### src/rtl/goose_audio_seq.sv
// goose_audio_seq
//   Sequences a fixed 8-note "OIIA" loop from an internal note ROM and drives
//   the 1-bit audio line that feeds uio_out[7] in tt_um_goose. Each note is a
//   square wave whose half period is counted in clk cycles; a rest entry
//   (half period 0) keeps the line low for the whole note.
//
// Ports
//   clk        pixel clock, the block's only clock
//   rst_n      asynchronous active-low reset
//   en         level-sensitive play enable; dropping it returns to IDLE
//   audio_out  registered square/PWM audio
//   note_idx   index of the current ROM entry
//   playing    high while the sequencer is in LOAD, PLAY or GAP
//
// Optional build macro: AUDIO_DECAY_EN
//   When defined, each note starts at volume 15 and decays by one step every
//   4th tick (floor 1). The square is gated by a free-running 4-bit PWM
//   compare against the volume. Ports, FSM and timing are the same in both
//   builds.
module goose_audio_seq #(
  parameter int TICK_DIV  = 250000,
  parameter int GAP_TICKS = 1
) (
  input  logic       clk,
  input  logic       rst_n,
  input  logic       en,
  output logic       audio_out,
  output logic [2:0] note_idx,
  output logic       playing
);

  localparam int TW = (TICK_DIV > 1) ? $clog2(TICK_DIV) : 1;
  localparam int GW = $clog2(GAP_TICKS + 1);

  typedef enum logic [1:0] {IDLE, LOAD, PLAY, GAP} state_t;

  state_t        state;
  state_t        state_next;
  logic [TW-1:0] tick_cnt;
  logic          tick;
  logic [15:0]   half_period;
  logic [15:0]   hp_cnt;
  logic [5:0]    dur_cnt;
  logic [GW-1:0] gap_cnt;
  logic          square;
  logic          hp_wrap;
  logic          last_tick;
  logic          gap_done;
  logic          audio_d;
  logic [21:0]   rom_entry;

  // Note ROM: {half_period[15:0], dur_ticks[5:0]}
  function automatic logic [21:0] note_rom(input logic [2:0] idx);
    logic [21:0] e;
    case (idx)
      3'd0:    e = {16'd28409, 6'd20};
      3'd1:    e = {16'd0,     6'd5};
      3'd2:    e = {16'd28409, 6'd20};
      3'd3:    e = {16'd0,     6'd5};
      3'd4:    e = {16'd21282, 6'd20};
      3'd5:    e = {16'd25310, 6'd20};
      3'd6:    e = {16'd28409, 6'd40};
      default: e = {16'd0,     6'd10};
    endcase
    return e;
  endfunction

  assign rom_entry = note_rom(note_idx);
  assign playing   = (state != IDLE);
  assign tick      = (state != IDLE) && (tick_cnt == TW'(TICK_DIV - 1));
  assign hp_wrap   = (half_period != 16'd0) && (hp_cnt == half_period - 16'd1);
  assign last_tick = tick && (dur_cnt == 6'd1);
  assign gap_done  = tick && (gap_cnt == GW'(GAP_TICKS - 1));

  // Next-state logic; en low wins from every state
  always_comb begin
    state_next = state;
    if (!en) begin
      state_next = IDLE;
    end else begin
      case (state)
        IDLE:    state_next = LOAD;
        LOAD:    state_next = PLAY;
        PLAY:    if (last_tick) state_next = GAP;
        GAP:     if (gap_done) state_next = LOAD;
        default: state_next = IDLE;
      endcase
    end
  end

  always_ff @(posedge clk or negedge rst_n) begin
    if (!rst_n) state <= IDLE;
    else        state <= state_next;
  end

  // Tick divider: held at 0 in IDLE so every start is phase-aligned
  always_ff @(posedge clk or negedge rst_n) begin
    if (!rst_n)                                   tick_cnt <= '0;
    else if (state == IDLE || state_next == IDLE) tick_cnt <= '0;
    else if (tick)                                tick_cnt <= '0;
    else                                          tick_cnt <= tick_cnt + 1'b1;
  end

  always_ff @(posedge clk or negedge rst_n) begin
    if (!rst_n)                                     note_idx <= 3'd0;
    else if (state_next == IDLE)                    note_idx <= 3'd0;
    else if (state == GAP && state_next == LOAD)    note_idx <= note_idx + 3'd1;
  end

  // Note datapath: latch ROM entry, half-period counter, duration, gap
  always_ff @(posedge clk or negedge rst_n) begin
    if (!rst_n) begin
      half_period <= 16'd0;
      hp_cnt      <= 16'd0;
      dur_cnt     <= 6'd0;
      gap_cnt     <= '0;
      square      <= 1'b0;
    end else begin
      case (state)
        LOAD: begin
          half_period <= rom_entry[21:6];
          dur_cnt     <= rom_entry[5:0];
          // The LOAD cycle is count 0, so the first toggle lands
          // half_period cycles after entering LOAD.
          hp_cnt      <= 16'd1;
          square      <= 1'b0;
          gap_cnt     <= '0;
        end
        PLAY: begin
          if (hp_wrap) begin
            hp_cnt <= 16'd0;
            square <= ~square;
          end else if (half_period != 16'd0) begin
            hp_cnt <= hp_cnt + 16'd1;
          end
          if (tick) dur_cnt <= dur_cnt - 6'd1;
          gap_cnt <= '0;
        end
        GAP: begin
          hp_cnt <= 16'd0;
          square <= 1'b0;
          if (tick) gap_cnt <= gap_cnt + 1'b1;
        end
        default: begin
          hp_cnt  <= 16'd0;
          square  <= 1'b0;
          gap_cnt <= '0;
        end
      endcase
    end
  end

`ifdef AUDIO_DECAY_EN
  logic [3:0] volume;
  logic [1:0] vol_tick;
  logic [3:0] pwm_cnt;

  function automatic logic [3:0] vol_dec(input logic [3:0] v);
    return (v > 4'd1) ? v - 4'd1 : v;
  endfunction

  always_ff @(posedge clk or negedge rst_n) begin
    if (!rst_n) begin
      volume   <= 4'd0;
      vol_tick <= 2'd0;
      pwm_cnt  <= 4'd0;
    end else begin
      pwm_cnt <= pwm_cnt + 4'd1;
      if (state == LOAD) begin
        volume   <= 4'd15;
        vol_tick <= 2'd0;
      end else if (state == PLAY && tick) begin
        vol_tick <= vol_tick + 2'd1;
        if (vol_tick == 2'd3) volume <= vol_dec(volume);
      end
    end
  end

  assign audio_d = square & (pwm_cnt < volume);
`else
  assign audio_d = square;
`endif

  // Output register: anything but a continuing PLAY forces silence on the
  // same edge, so GAP and the en-drop edge are always quiet.
  always_ff @(posedge clk or negedge rst_n) begin
    if (!rst_n)                  audio_out <= 1'b0;
    else if (state_next == PLAY) audio_out <= audio_d;
    else                         audio_out <= 1'b0;
  end

endmodule

### config.mk
export PLATFORM = sky130hd
export DESIGN_NAME = goose_audio_seq
export DESIGN_NICKNAME = d
export VERILOG_FILES = /design/src/rtl/goose_audio_seq.sv
export SDC_FILE = /design/constraint.sdc
export NUM_CORES = 1
export LEC_CHECK = 0
export CORE_MARGIN = 2
export CORE_UTILIZATION = 40
export DETAILED_ROUTE_END_ITERATION = 7
export GPL_TIMING_DRIVEN = 0
export PLACE_DENSITY = 0.52
export REMOVE_ABC_BUFFERS = 1
export SLEW_MARGIN = 20
export SYNTH_ARGS = -nofsm -noshare
export SYNTH_HDL_FRONTEND = slang
export SYNTH_SLANG_ARGS = --single-unit
### constraint.sdc
create_clock -name clk -period 4.3 [get_ports clk]
set_clock_uncertainty 0.2 [all_clocks]
set_input_delay 0.43 -clock clk [delete_from_list [all_inputs] [get_ports clk]]
set_output_delay 0.43 -clock clk [all_outputs]
set_load 0.05 [all_outputs]
# ---- Word level (Yosys, flattened, before mapping)
# Cells that the tools add are included.
# Widths: inputs -> output; s select.
dict set report word_totals {
  register_bits 64
  in_bits 3
  word_cells 70
}
dict set report classes {
  addsub 6
  n_eq_ne 18
  n_mux 19
  bitwise 2
  n_reduce_logical 16
}
# op n
set op_table {}
lappend op_table {{$pmux 21 s5} 1}
lappend op_table {{$mux 18} 2}
lappend op_table {{$mux 16} 2}
lappend op_table {{$pmux 16 s2} 1}
lappend op_table {{$add 18x1->18 const B} 1}
lappend op_table {{$eq 18x18->1 const B} 1}
lappend op_table {{$add 16x1->16 const B} 1}
lappend op_table {{$eq 16x16->1} 1}
lappend op_table {{$reduce_bool 16->1} 1}
lappend op_table {{$sub 16x1->16 const B} 1}
lappend op_table {{$pmux 6 s2} 1}
lappend op_table {{$eq 3x3->1 const B} 3}
lappend op_table {{$pmux 2 s4} 1}
lappend op_table {{$eq 2x2->1 const B} 3}
lappend op_table {{$eq 3x2->1 const B} 2}
lappend op_table {{$eq 6x1->1 const B} 1}
lappend op_table {{$mux 2} 3}
lappend op_table {{$mux 3} 2}
lappend op_table {{$mux 6} 1}
lappend op_table {{$ne 2x2->1 const B} 3}
lappend op_table {{$reduce_bool 2->1} 3}
lappend op_table {{$sub 6x1->6 const B} 1}
lappend op_table {{$logic_and 1x1->1} 5}
lappend op_table {{$mux 1} 5}
lappend op_table {{11 further kinds} 15}

# ---- Longest topological paths before layout
# Gate-level depths: netlist of the first run.
dict set report logic_depth {
  ltp_word 10
  ltp_mapped 13
  depth_no_buf 9
}

# ---- Least setup slack after synthesis of the first run
# No wires, ideal clock.
dict set report synth_path {
  path_type {flip-flop to flip-flop}
  startpoint {register half_period[11]}
  endpoint {register hp_cnt[12]}
  arrival_ns 2.522
  setup_slack_ns 1.453
  stages_incl_launch_ff 14
  cell_sequence {dfrtp_1 -> buf_6 -> inv_1 -> ha_1 -> or4b_1 -> clkbuf_1 -> o32ai_1 -> a21oi_1 -> nor3_1 -> a311oi_2 -> buf_6 -> buf_6 -> nand3_1 -> nand3_1}
}
dict set report synth_via {
  elab_chain_cells 5
  elab_cells_between_ends 7
}
# element line_no
set synth_rtl {}
lappend synth_rtl {{start, declared} 41} ;# logic [15:0] half_period;
lappend synth_rtl {{start signal, assigned} 121} ;# half_period <= rom_entry[21:6];
lappend synth_rtl {{$sub 16x1->16} 71} ;# assign hp_wrap = (half_period != 16'd0) && (hp_cnt == half_period - 16'd1);
lappend synth_rtl {{$eq 16x16->1} 71}
lappend synth_rtl {{$logic_and 1x1->1} 71}
lappend synth_rtl {{$mux 16} 130} ;# if (hp_wrap) begin
lappend synth_rtl {{$pmux 16 s2} 119} ;# case (state)
lappend synth_rtl {{end signal, assigned} 134} ;# hp_cnt <= hp_cnt + 16'd1;
lappend synth_rtl {{end, declared} 42} ;# logic [15:0] hp_cnt;
# Parallel ways exist; a longest one is shown, timed or not.
# A chain may end at the register's enable or synchronous reset.

# ---- Worst setup path after layout of the first run
dict set report layout_path {
  startpoint {register half_period[11]}
  endpoint {register hp_cnt[2]}
}
# Same word-level chain as after synthesis.

==> impl_results.md, run 1 <==
* Sequential-to-total area share from yosys stat at 39.7%
* Post-synth top flop: dfrtp_1
* Peak VDD IR at 323 uV
* DR vias/cell at 5.59
* Syn-to-layout area delta at 6.75%
* GP Congestion at 0.802
* Pre-antenna DRT Iters at 4
* Area of the multi-input gates at 0.00191 mm^2
* Post-DRT Antenna Nets at 0
* Post-CTS Repair Setup Buffers at 0
* Die width at 97.1 um
* Post-route minimum period at 3670 ps
* Worst-path maximum fanout at 21
* Clock power frac at 20.8%
* FF-to-FF End: hp_cnt[2]
* Top-Level Pins at 8
* Worst path required time at 4300 ps
* Critical path origin: half_period[11]
* Post-synth EDFFs at 0
* Combinational share of power at 33.3%
* Routed WL at 7710 um
* Fin worst setup slack at 633 ps
* Crit-path slowest cell: a311oi_4
* Cell Pwr Density at 374 mW/mm^2
* Num CTS Buffers at 5
* Sw Share at 39.7%
* Reg2reg setup slack at 630 ps
* Unrepaired setup endpoints after global routing: false
* CP startpoint kind: flop
* Global-route wire length before repair at 13500 um
* Final-report setup violation count at 0
* Critical path cell sequence: inv_1, ha_1, nor4b_1, a21oi_1, o21ai_0, a221oi_2, a311oi_4, nand2_1, o311ai_0
* Worst Reg-to-Reg Cells at 9
* Slew Limit Headroom at 39.8%
* Total gr overflow at 0
* Initial core utilization at 41.8%
* Largest net degree at the start of global routing at 56
* Fillers at 797
* Period utilization at 85.3%
* Setup crit end: hp_cnt[2]
* H-tree levels at 2
* Detailed placement HPWL at 5400 um
* CTS resizes at 0
* Row cnt at 33
* Layout cells sized above 1 at 6.60%
* CORE AREA at 0.00830 mm^2
* Register bit total from synthesis at 55
* Setup crit end kind: flop
* Cell area after synthesis at 0.00347 mm^2
* Clk Latency, worst-skew pair at 310 ps
* CTS tree: done
* Syn_area_per_cell at 8.73 um^2
* CP Class: flop to flop
* Hold crit path type: flop to flop
* GRT Util Overall at 17.1%
* Max clock buf depth at 2
* YS warnings at 0
* Residual DRC at 0
* Slew of the pin with the lowest slew margin at 903 ps
* Clock transition at the registers of the reported paths at 100 ps
* Clock root cell: clkbuf_8
* Slew Viols, Final at 0
* Number of global-route vias before repair at 2724
* Max Cap Violations at 0
* Iter 0 DRT Violations at 101
* R2R Path Start: half_period[11]
* Register area at 0.00138 mm^2
* Psw at 550 uW
* Ys async rst share at 100%
* Internal Power at 835 uW
* Die Area at 0.00943 mm^2
* WL/cell at 15.5 um
* Peak Freq at 273 MHz
* Nets@finish at 411
* Antenna violations before repair at 0
* Seq pwr share at 45.8%
* Mapped Cells at 397
* Status: finished clean
* Dpl ws at 652 ps
* DIE HEIGHT at 97.1 um
* CTS Sinks at 55
* CP arrival at 3670 ps
* Slowest stage delay, CP at 830 ps
* Port Buf Inserts at 7
* Via count at 2788
* Ant diodes at 0
* Leak pwr at 1.46 nW
* Library cells used by synthesis at 59
* Final Power at 1.38 mW
* Hold Fails Final Rpt at 0
## cell usage in the layout (no fill, tap or decap), types with 3 or more instances in the layout
cell type,netlist,layout
a211oi_1,4,4
nand3_1,34,34
nand4b_1,4,4
a21o_1,3,3
or3_1,5,5
nand3b_1,6,6
clkinv_2,0,3
o21ai_0,14,14
and3_1,7,7
nand2_1,32,32
ha_1,15,15
clkbuf_8,0,5
a21oi_1,18,18
nor3_1,15,15
xor2_1,15,15
o31ai_1,5,5
a31oi_1,5,5
nor2_1,43,43
buf_2,2,3
dfrtp_1,55,55
and2_1,3,3
nand4_1,7,7
inv_1,20,20
nand2b_1,3,3
clkdlybuf4s50_1,0,6
o211ai_1,3,3
xnor2_1,13,13
## through the flow
stage	hold WS, ps	utilization (%)	area [um^2]	cells	TNS [ps]
2_1_floorplan	-65.6	-	3350	374	0
3_3_place_gp	242	42.8	3550	486	-8550
3_5_place_dp	247	43.4	3610	490	0
4_1_cts	265	44.6	3700	499	0
5_1_grt	305	44.6	3700	499	0
6_report	261	44.6	3700	499	0
## layer usage
metal | GRT usage, % | vias up | wire length (um)
met5 | 0 | - | 0
met4 | 4.55 | 0 | 99
met3 | 2.16 | 7 | 124
met2 | 29.2 | 23 | 3680
met1 | 23.1 | 1364 | 3810
li1 | - | 1394 | -
## critical path, delay by kind of cell (launching register included)
| family | cells | cell delay [ps] |
|---|---|---|
| compound gates | 5 | 1640 |
| fa+ha+maj | 1 | 220 |
| buf+inv | 1 | 160 |
| flops | 1 | 520 |
| simple gates | 2 | 800 |
## flip-flops by register name (all words and copies together) (netlist names)
register,flops
gap_cnt,1
half_period,7
dur_cnt,6
audio_out,1
state,2
audio_d,1
hp_cnt,16
tick_cnt,18
note_idx,3
## cells in the mapped netlist (4+ instances only)
library cell,instances,area (um^2)
xor2_1,15,131
a211oi_1,4,30.0
nand3_1,34,170
o31ai_1,5,37.5
o21ai_0,14,70.1
inv_1,20,75.1
dfrtp_1,55,1380
a21oi_1,18,90.1
nor3_1,15,75.1
nor2_1,43,161
or3_1,5,31.3
nand3b_1,6,45.0
buf_6,4,45.0
ha_1,15,188
xnor2_1,13,114
and3_1,7,43.8
nand2_1,32,120
nand4_1,7,43.8
a31oi_1,5,31.3
clkbuf_1,16,60.1
nand4b_1,4,35.0
## power groups by stage
| stage | clock network [mW] | registers [mW] | logic, mW |
|---|---|---|---|
| finish | 0.288 | 0.635 | 0.462 |
| global route | 0.328 | 0.646 | 0.524 |
| CTS | 0.306 | 0.634 | 0.469 |
| detailed placement | 0 | 0.644 | 0.465 |
| global placement | 0 | 0.643 | 0.454 |
| floorplan | 0 | 0.628 | 0.336 |
## worst min-delay path by stage
stage | slack, ps | from | to | depth (start not counted)
after floorplan | -70 | rst_n | audio_d | 0
after global placement | 240 | tick_cnt[0] | tick_cnt[0] | 1
after detailed placement | 250 | rst_n | hp_cnt[2] | 2
after CTS | 270 | tick_cnt[0] | tick_cnt[0] | 1
after global routing | 300 | tick_cnt[0] | tick_cnt[0] | 1
final | 260 | tick_cnt[0] | tick_cnt[0] | 1
## timing repair
item	CTS	global route
endpoints found under the hold margin	55	0
hold buffers	1	0
setup endpoints to repair	0	0
## layout make-up
| type | instances | area share [%] |
|---|---|---|
| Clock buffer | 5 | 1.86 |
| Clock inverter | 3 | 0.406 |
| Inverter | 22 | 2.23 |
| Multi-Input combinational cell | 297 | 51.5 |
| Sequential cell | 55 | 37.2 |
| Tap cell | 105 | 3.55 |
| Timing Repair Buffer | 12 | 3.25 |
## cells by family after synthesis
kind of cell / Yosys count / synth area share [%]
adders and majority gates: 15 / 5.42
xor gates and xnor gates: 28 / 7.08
AOI/OAI and AO/OA: 75 / 14.8
and+or+nand+nor: 175 / 25.9
buffers and inverters: 45 / 5.81
muxes: 4 / 1.23
DFF: 55 / 39.7
No activity file was read; power rests on OpenSTA's default activity.
==> run 2, diff against run 1 <==
--- a/config.mk
+++ b/config.mk
@@ -10,7 +10,7 @@
 export DETAILED_ROUTE_END_ITERATION = 7
 export GPL_TIMING_DRIVEN = 0
 export PLACE_DENSITY = 0.52
-export REMOVE_ABC_BUFFERS = 1
+export RECOVER_POWER = 100
 export SLEW_MARGIN = 20
 export SYNTH_ARGS = -nofsm -noshare
 export SYNTH_HDL_FRONTEND = slang
==> run 2 against run 1 <==
Sequential share of layout area fell by 0.75 points. Routed wire length rose by 1.7%. Count of clock-buffer cells in the layout did not move. Maximum frequency rose by 3.9%. Die area did not move. Critical endpoint is now tick_cnt[16].
==> impl_results.md, run 2 (same netlist as run 1, synthesis figures left out) <==
* Status: finished clean (unchanged)
* Worst-path maximum fanout at 10 (was 21)
* Slowest stage delay, CP at 830 ps (about the same)
* Setup TNS at 0 ps (unchanged)
* Hold crit path type: flop to flop (unchanged)
* H-tree levels at 2 (unchanged)
* Peak VDD IR at 273 uV (was 323 uV)
* Die width at 97.1 um (unchanged)
* DR vias/cell at 5.45 (was 5.59)
* Most common cell after layout, fill and taps aside: dfrtp_1 (unchanged)
* Clock root cell: clkbuf_8 (unchanged)
* Clock transition at the registers of the reported paths at 100 ps (about the same)
* CTS Sinks at 55 (unchanged)
* Critical path cell sequence: or4_1, or4_1, o31ai_1, a31o_2, inv_1, o21ai_0, buf_6, nor2_1 (was inv_1, ha_1, nor4b_1, a21oi_1, o21ai_0, a221oi_2, a311oi_4, nand2_1, o311ai_0)
* Unrepaired setup endpoints after global routing: false (unchanged)
* Crit-path slowest cell: o21ai_0 (was a311oi_4)
* Leak pwr at 1.51 nW (was 1.46 nW)
* WHS at 258 ps (was 261 ps)
* Period utilization at 82.1% (was 85.3%)
* Row cnt at 33 (unchanged)
* Post-DRT Antenna Nets at 0 (unchanged)
* Top-Level Pins at 8 (unchanged)
* Combinational share of power at 33.2% (was 33.3%)
* Largest registers: tick_cnt x18, hp_cnt x16, half_period x7 (unchanged)
* Port Buf Inserts at 7 (unchanged)
* CTS tree: done (unchanged)
* Pre-antenna DRT Iters at 4 (unchanged)
* GP Congestion at 0.796 (was 0.802)
* Post-synth net total at 415
* Setup crit end kind: flop (unchanged)
* Detailed placement HPWL at 5750 um (was 5400 um)
* CORE AREA at 0.00830 mm^2 (unchanged)
* Post-route minimum period at 3530 ps (was 3670 ps)
* CTS resizes at 0 (unchanged)
* Residual DRC at 0 (unchanged)
* Die Area at 0.00943 mm^2 (unchanged)
* DIE HEIGHT at 97.1 um (unchanged)
* Seq pwr share at 42.1% (was 45.8%)
* Layout cells sized above 1 at 4.83% (was 6.60%)
* Slew of the pin with the lowest slew margin at 1070 ps (was 903 ps)
* CP arrival at 3540 ps (was 3670 ps)
* Ant diodes at 0 (unchanged)
* Internal Power at 910 uW (was 835 uW)
* Total gr overflow at 0 (unchanged)
* Syn-to-layout area delta at 8.95% (was 6.75%)
* Initial core utilization at 41.8% (unchanged)
* Clk Latency, worst-skew pair at 310 ps (about the same)
* Sw Share at 37.8% (was 39.7%)
* Final-report setup violation count at 0 (unchanged)
* Peak Freq at 283 MHz (was 273 MHz)
* Antenna violations before repair at 0 (unchanged)
* Most frequent cells in the layout: 55 x dfrtp_1, 43 x nor2_1, 34 x nand3_1 (unchanged)
* Hold Fails Final Rpt at 0 (unchanged)
* Largest register FFs at 18 (unchanged)
* Max clock buf depth at 2 (unchanged)
* Routed WL at 7850 um (was 7710 um)
* Global-route wire length before repair at 13400 um (was 13500 um)
* CP startpoint kind: flop (unchanged)
* Worst path required time at 4310 ps (was 4300 ps)
* Slew Viols, Final at 0 (unchanged)
* Num CTS Buffers at 5 (unchanged)
* CP Class: flop to flop (unchanged)
* Finished Cell Area at 0.00378 mm^2 (was 0.00370 mm^2)
* Max Cap Violations at 0 (unchanged)
* Psw at 553 uW (was 550 uW)
* Cell Pwr Density at 388 mW/mm^2 (was 374 mW/mm^2)
* Worst path most repeated cell: or4_1
* Biggest register: tick_cnt (unchanged)
* Via count at 2827 (was 2788)
* Number of global-route vias before repair at 2693 (was 2724)
* GRT Util Overall at 17.1% (about the same)
* Largest net degree at the start of global routing at 42 (was 56)
* Nets@finish at 431 (was 411)
* Iter 0 DRT Violations at 107 (was 101)
* WL/cell at 15.1 um (was 15.5 um)
* Clock power frac at 24.7% (was 20.8%)
* Slew Limit Headroom at 27.7% (was 39.8%)
* Area after DPL at 0.00369 mm^2 (was 0.00361 mm^2)
[run 2: cell types whose count changed in the layout (fill, tap and decap cells not counted), moves of 2 or more]
cell             change
dlygate4sd3_1        +5
clkdlybuf4s50_1      -5
o21ai_0              +2
clkbuf_1            +18
buf_6                +3
clkinv_2             -3
[run 2: final timing paths]
kind,cells after the start,slack (ps),endpoint,startpoint
worst min-delay path,1,260,tick_cnt[0],tick_cnt[0]
worst min register to register,1,260,tick_cnt[0],tick_cnt[0]
max in group asynchronous,3,2590,state[1],rst_n
min in group asynchronous,2,590,hp_cnt[15],rst_n
worst max-delay path,8,770,tick_cnt[16],tick_cnt[11]
worst max register to register,8,770,tick_cnt[16],tick_cnt[11]
[run 2: power groups by stage]
stage	clock network (mW)	logic [mW]	registers [mW]
after global placement	0	0.507	0.623
after detailed placement	0	0.513	0.625
after floorplan	0	0.379	0.617
after global routing	0.396	0.545	0.623
final	0.362	0.486	0.616
after CTS	0.377	0.517	0.616
[run 2: per-layer routing]
layer | global-route usage, % | vias to the layer above | wire length, um
met5 | 0 | - | 0
met4 | 4.44 | 0 | 39
met3 | 2.73 | 4 | 151
met2 | 28.0 | 26 | 3790
met1 | 23.7 | 1360 | 3870
li1 | - | 1437 | -
[run 2: final cells by class]
cell class                      count  area (um^2)
Clock inverter                      3         47.5
Tap cell                          105          131
Fill cell                         825         4520
Inverter                           22         82.6
Clock buffer                        5         68.8
Timing Repair Buffer                9          101
Buffer                             23          111
Multi-Input combinational cell    297         1860
Sequential cell                    55         1380
[run 2: stage by stage]
step,power [mW],std cells,setup WS [ps],utilization [%]
finish,1.46,519,772,45.5
global route,1.56,519,430,45.5
CTS,1.51,519,1120,46.0
detailed placement,1.14,510,1150,44.5
global placement,1.13,509,711,44.2
floorplan,0.996,397,1450,-
[run 2: what timing repair did]
| item | CTS | global route |
|---|---|---|
| hold endpoints to repair | 14 | 0 |
| setup buffers | 0 | 0 |
| hold buffers | 1 | 0 |
[run 2: worst max-delay path, delay by kind of cell, from the launching register on]
| kind | cells | cell delay, ps |
|---|---|---|
| buf+inv | 2 | 300 |
| flops | 1 | 450 |
| compound gates | 3 | 1320 |
| simple gates | 3 | 1150 |
==> run 3, diff against run 2 <==
==> constraint.sdc (replaced) <==
create_clock -name clk -period 3.3 [get_ports clk]
set_clock_uncertainty 0.2 [all_clocks]
set_input_delay 0.33 -clock clk [delete_from_list [all_inputs] [get_ports clk]]
set_output_delay 0.33 -clock clk [all_outputs]
set_load 0.05 [all_outputs]
==> run 3 against run 2 <==
Hold slack barely moved. First-iteration DRC count rose by 2.8%. Setup slack got worse by 580 ps. Final area rose by 0.23%. Count of clock-buffer cells in the layout did not move. Final cell count did not move. Total power rose by 31%. Flip-flop and latch count did not move. Non-clock buffer count did not move. Core utilization rose by 0.11 points. Critical path depth rose by 5. Largest cell class unchanged.
==> impl_results.md, run 3 (same netlist as run 1, synthesis figures left out) <==
* Slew Viols, Final at 0 (unchanged)
* Num CTS Buffers at 5 (unchanged)
* Leak pwr at 1.51 nW (about the same)
* Setup crit end kind: flop (unchanged)
* Most common cell after layout, fill and taps aside: dfrtp_1 (unchanged)
* CP startpoint kind: flop (unchanged)
* Hold Crit Endpoint: tick_cnt[0] (unchanged)
* Top-Level Pins at 8 (unchanged)
* R2R Path Start: half_period[11] (was tick_cnt[11])
* Final-report setup violation count at 0 (unchanged)
* Largest register FFs at 18 (unchanged)
* Finished Layout Cells at 519 (unchanged)
* Status: finished clean (unchanged)
* WHS Path Cells at 1 (unchanged)
* GP Congestion at 0.796 (unchanged)
* CP top delay family: simple AND/OR/NAND/NOR gates (was compound AO/OA/AOI/OAI gates)
* Crit-path slowest cell: or4b_1 (was o21ai_0)
* CTS tree: done (unchanged)
* Period utilization at 94.2% (was 82.1%)
* Die Area at 0.00943 mm^2 (unchanged)
* WP depth at 13 (was 8)
* Clock transition at the registers of the reported paths at 110 ps (was 100 ps)
* Core Util, Final at 45.6% (was 45.5%)
* GRT Util Overall at 17.1% (unchanged)
* Hold Fails Final Rpt at 0 (unchanged)
* CORE AREA at 0.00830 mm^2 (unchanged)
* Clk Latency, worst-skew pair at 310 ps (about the same)
* Unrepaired setup endpoints after global routing: true (was false)
* Peak Freq at 322 MHz (was 283 MHz)
* Syn-to-layout area delta at 9.21% (was 8.95%)
* Max Cap Violations at 0 (unchanged)
* Layout cells sized above 1 at 6.52% (was 4.83%)
* Most frequent cells in the layout: 55 x dfrtp_1, 43 x nor2_1, 34 x nand3_1 (unchanged)
* Port Buf Inserts at 7 (unchanged)
* Row cnt at 33 (unchanged)
* Worst Reg-to-Reg Cells at 13 (was 8)
* Residual DRC at 0 (unchanged)
* Post-route minimum period at 3110 ps (was 3530 ps)
* Die width at 97.1 um (unchanged)
* Worst-path maximum fanout at 10 (unchanged)
* Cell Pwr Density at 508 mW/mm^2 (was 388 mW/mm^2)
* Critical path cell sequence: buf_6, inv_1, ha_1, or4b_1, clkbuf_1, nor3_1, o21ai_0, a221oi_2, a311oi_2, buf_6, buf_6, nand3_1, nand3_1 (was or4_1, or4_1, o31ai_1, a31o_2, inv_1, o21ai_0, buf_6, nor2_1)
* Largest registers: tick_cnt x18, hp_cnt x16, half_period x7 (unchanged)
* Worst path most repeated cell: buf_6 (was or4_1)
* Reg2reg setup slack at 190 ps (was 770 ps)
* CTS Sinks at 55 (unchanged)
* Largest net degree at the start of global routing at 42 (unchanged)
* Post-CTS Repair Setup Buffers at 0 (unchanged)
* Nets@finish at 431 (unchanged)
* Slew Limit Headroom at 28.2% (was 27.7%)
* Detailed placement HPWL at 5750 um (unchanged)
* CP Class: flop to flop (unchanged)
* Pre-antenna DRT Iters at 4 (unchanged)
* Dpl cells at 510 (unchanged)
* Beginning of the worst hold path: tick_cnt[0] (unchanged)
* DR vias/cell at 5.56 (was 5.45)
* Routed WL at 7910 um (was 7850 um)
* Slew of the pin with the lowest slew margin at 1080 ps (was 1070 ps)
* Global-route wire length before repair at 13400 um (unchanged)
* Peak VDD IR at 358 uV (was 273 uV)
* Post-DRT Antenna Nets at 0 (unchanged)
* DIE HEIGHT at 97.1 um (unchanged)
* Post-synth net total at 415 (unchanged)
* Worst path required time at 3310 ps (was 4310 ps)
* Initial core utilization at 41.8% (unchanged)
* Slowest stage delay, CP at 440 ps (was 830 ps)
* CP arrival at 3120 ps (was 3540 ps)
* FF-to-FF End: hp_cnt[14] (was tick_cnt[16])
* Ant diodes at 0 (unchanged)
* Max clock buf depth at 2 (unchanged)
* Total gr overflow at 0 (unchanged)
* Worst path buffer plus inverter count at 5 (was 2)
* Iter 0 DRT Violations at 110 (was 107)
* WL/cell at 15.2 um (was 15.1 um)
* Via count at 2888 (was 2827)
* Hold crit path type: flop to flop (unchanged)
* Clock root cell: clkbuf_8 (unchanged)
* Biggest register: tick_cnt (unchanged)
* Number of global-route vias before repair at 2693 (unchanged)
* H-tree levels at 2 (unchanged)
* Antenna violations before repair at 0 (unchanged)
[run 3: worst reg2reg max path: stages, from the launching register on]
cell,delay [ps]
dfrtp_1,390
buf_6,140
inv_1,100
ha_1,220
or4b_1,440
clkbuf_1,180
nor3_1,200
o21ai_0,120
a221oi_2,330
a311oi_2,200
buf_6,190
buf_6,140
nand3_1,60
nand3_1,90
[run 3: worst max-delay path by stage]
| stage | start | endpoint |
|---|---|---|
| 6_report | half_period[11] | hp_cnt[14] |
| 5_1_grt | half_period[11] | hp_cnt[10] |
| 4_1_cts | half_period[11] | hp_cnt[0] |
| 3_5_place_dp | half_period[11] | hp_cnt[0] |
| 3_3_place_gp | rst_n | dur_cnt[1] |
| 2_1_floorplan | half_period[11] | hp_cnt[12] |
[run 3: repair_timing]
item	in CTS	in global routing
gates resized for setup	0	5
endpoints found under the setup margin	0	11
hold endpoints to repair	55	0
hold buffers	1	0
[run 3: where the power goes]
| part | switching (mW) | internal [mW] | total [mW] |
|---|---|---|---|
| Combinational | 0.423 | 0.223 | 0.646 |
| Clock | 0.243 | 0.231 | 0.473 |
| Sequential | 0.0666 | 0.736 | 0.803 |
| Total | 0.732 | 1.19 | 1.92 |
[run 3: layer usage]
layer	part of all wire [%]	up-vias	global-route usage, %
li1	-	1438	-
met1	49	1394	23.7
met2	47	45	28.0
met3	2.7	11	2.73
met4	1.7	0	4.44
met5	0	-	0
[run 3: final cells by class]
class                   count  area (um^2)
inverters                  22         82.6
fillers                   826         4510
plain buffers              23          121
multi-input cells         297         1880
clock buffers               5         68.8
repair buffers              9         78.8
flip-flops and latches     55         1380
clock inverters             3         47.5
well taps                 105          131
[run 3: per-stage QoR]
stage | total power [mW] | TNS [ps] | hold WS [ps] | instance area [um^2] | setup slack [ps]
after floorplan | 1.30 | 0 | -166 | 3470 | 453
after global placement | 1.47 | -10180 | 238 | 3670 | -189
after detailed placement | 1.48 | 0 | 12.8 | 3690 | 151
after CTS | 1.97 | 0 | 211 | 3820 | 119
after global routing | 2.05 | -4.59 | 285 | 3780 | -4.59
final | 1.92 | 0 | 257 | 3780 | 193
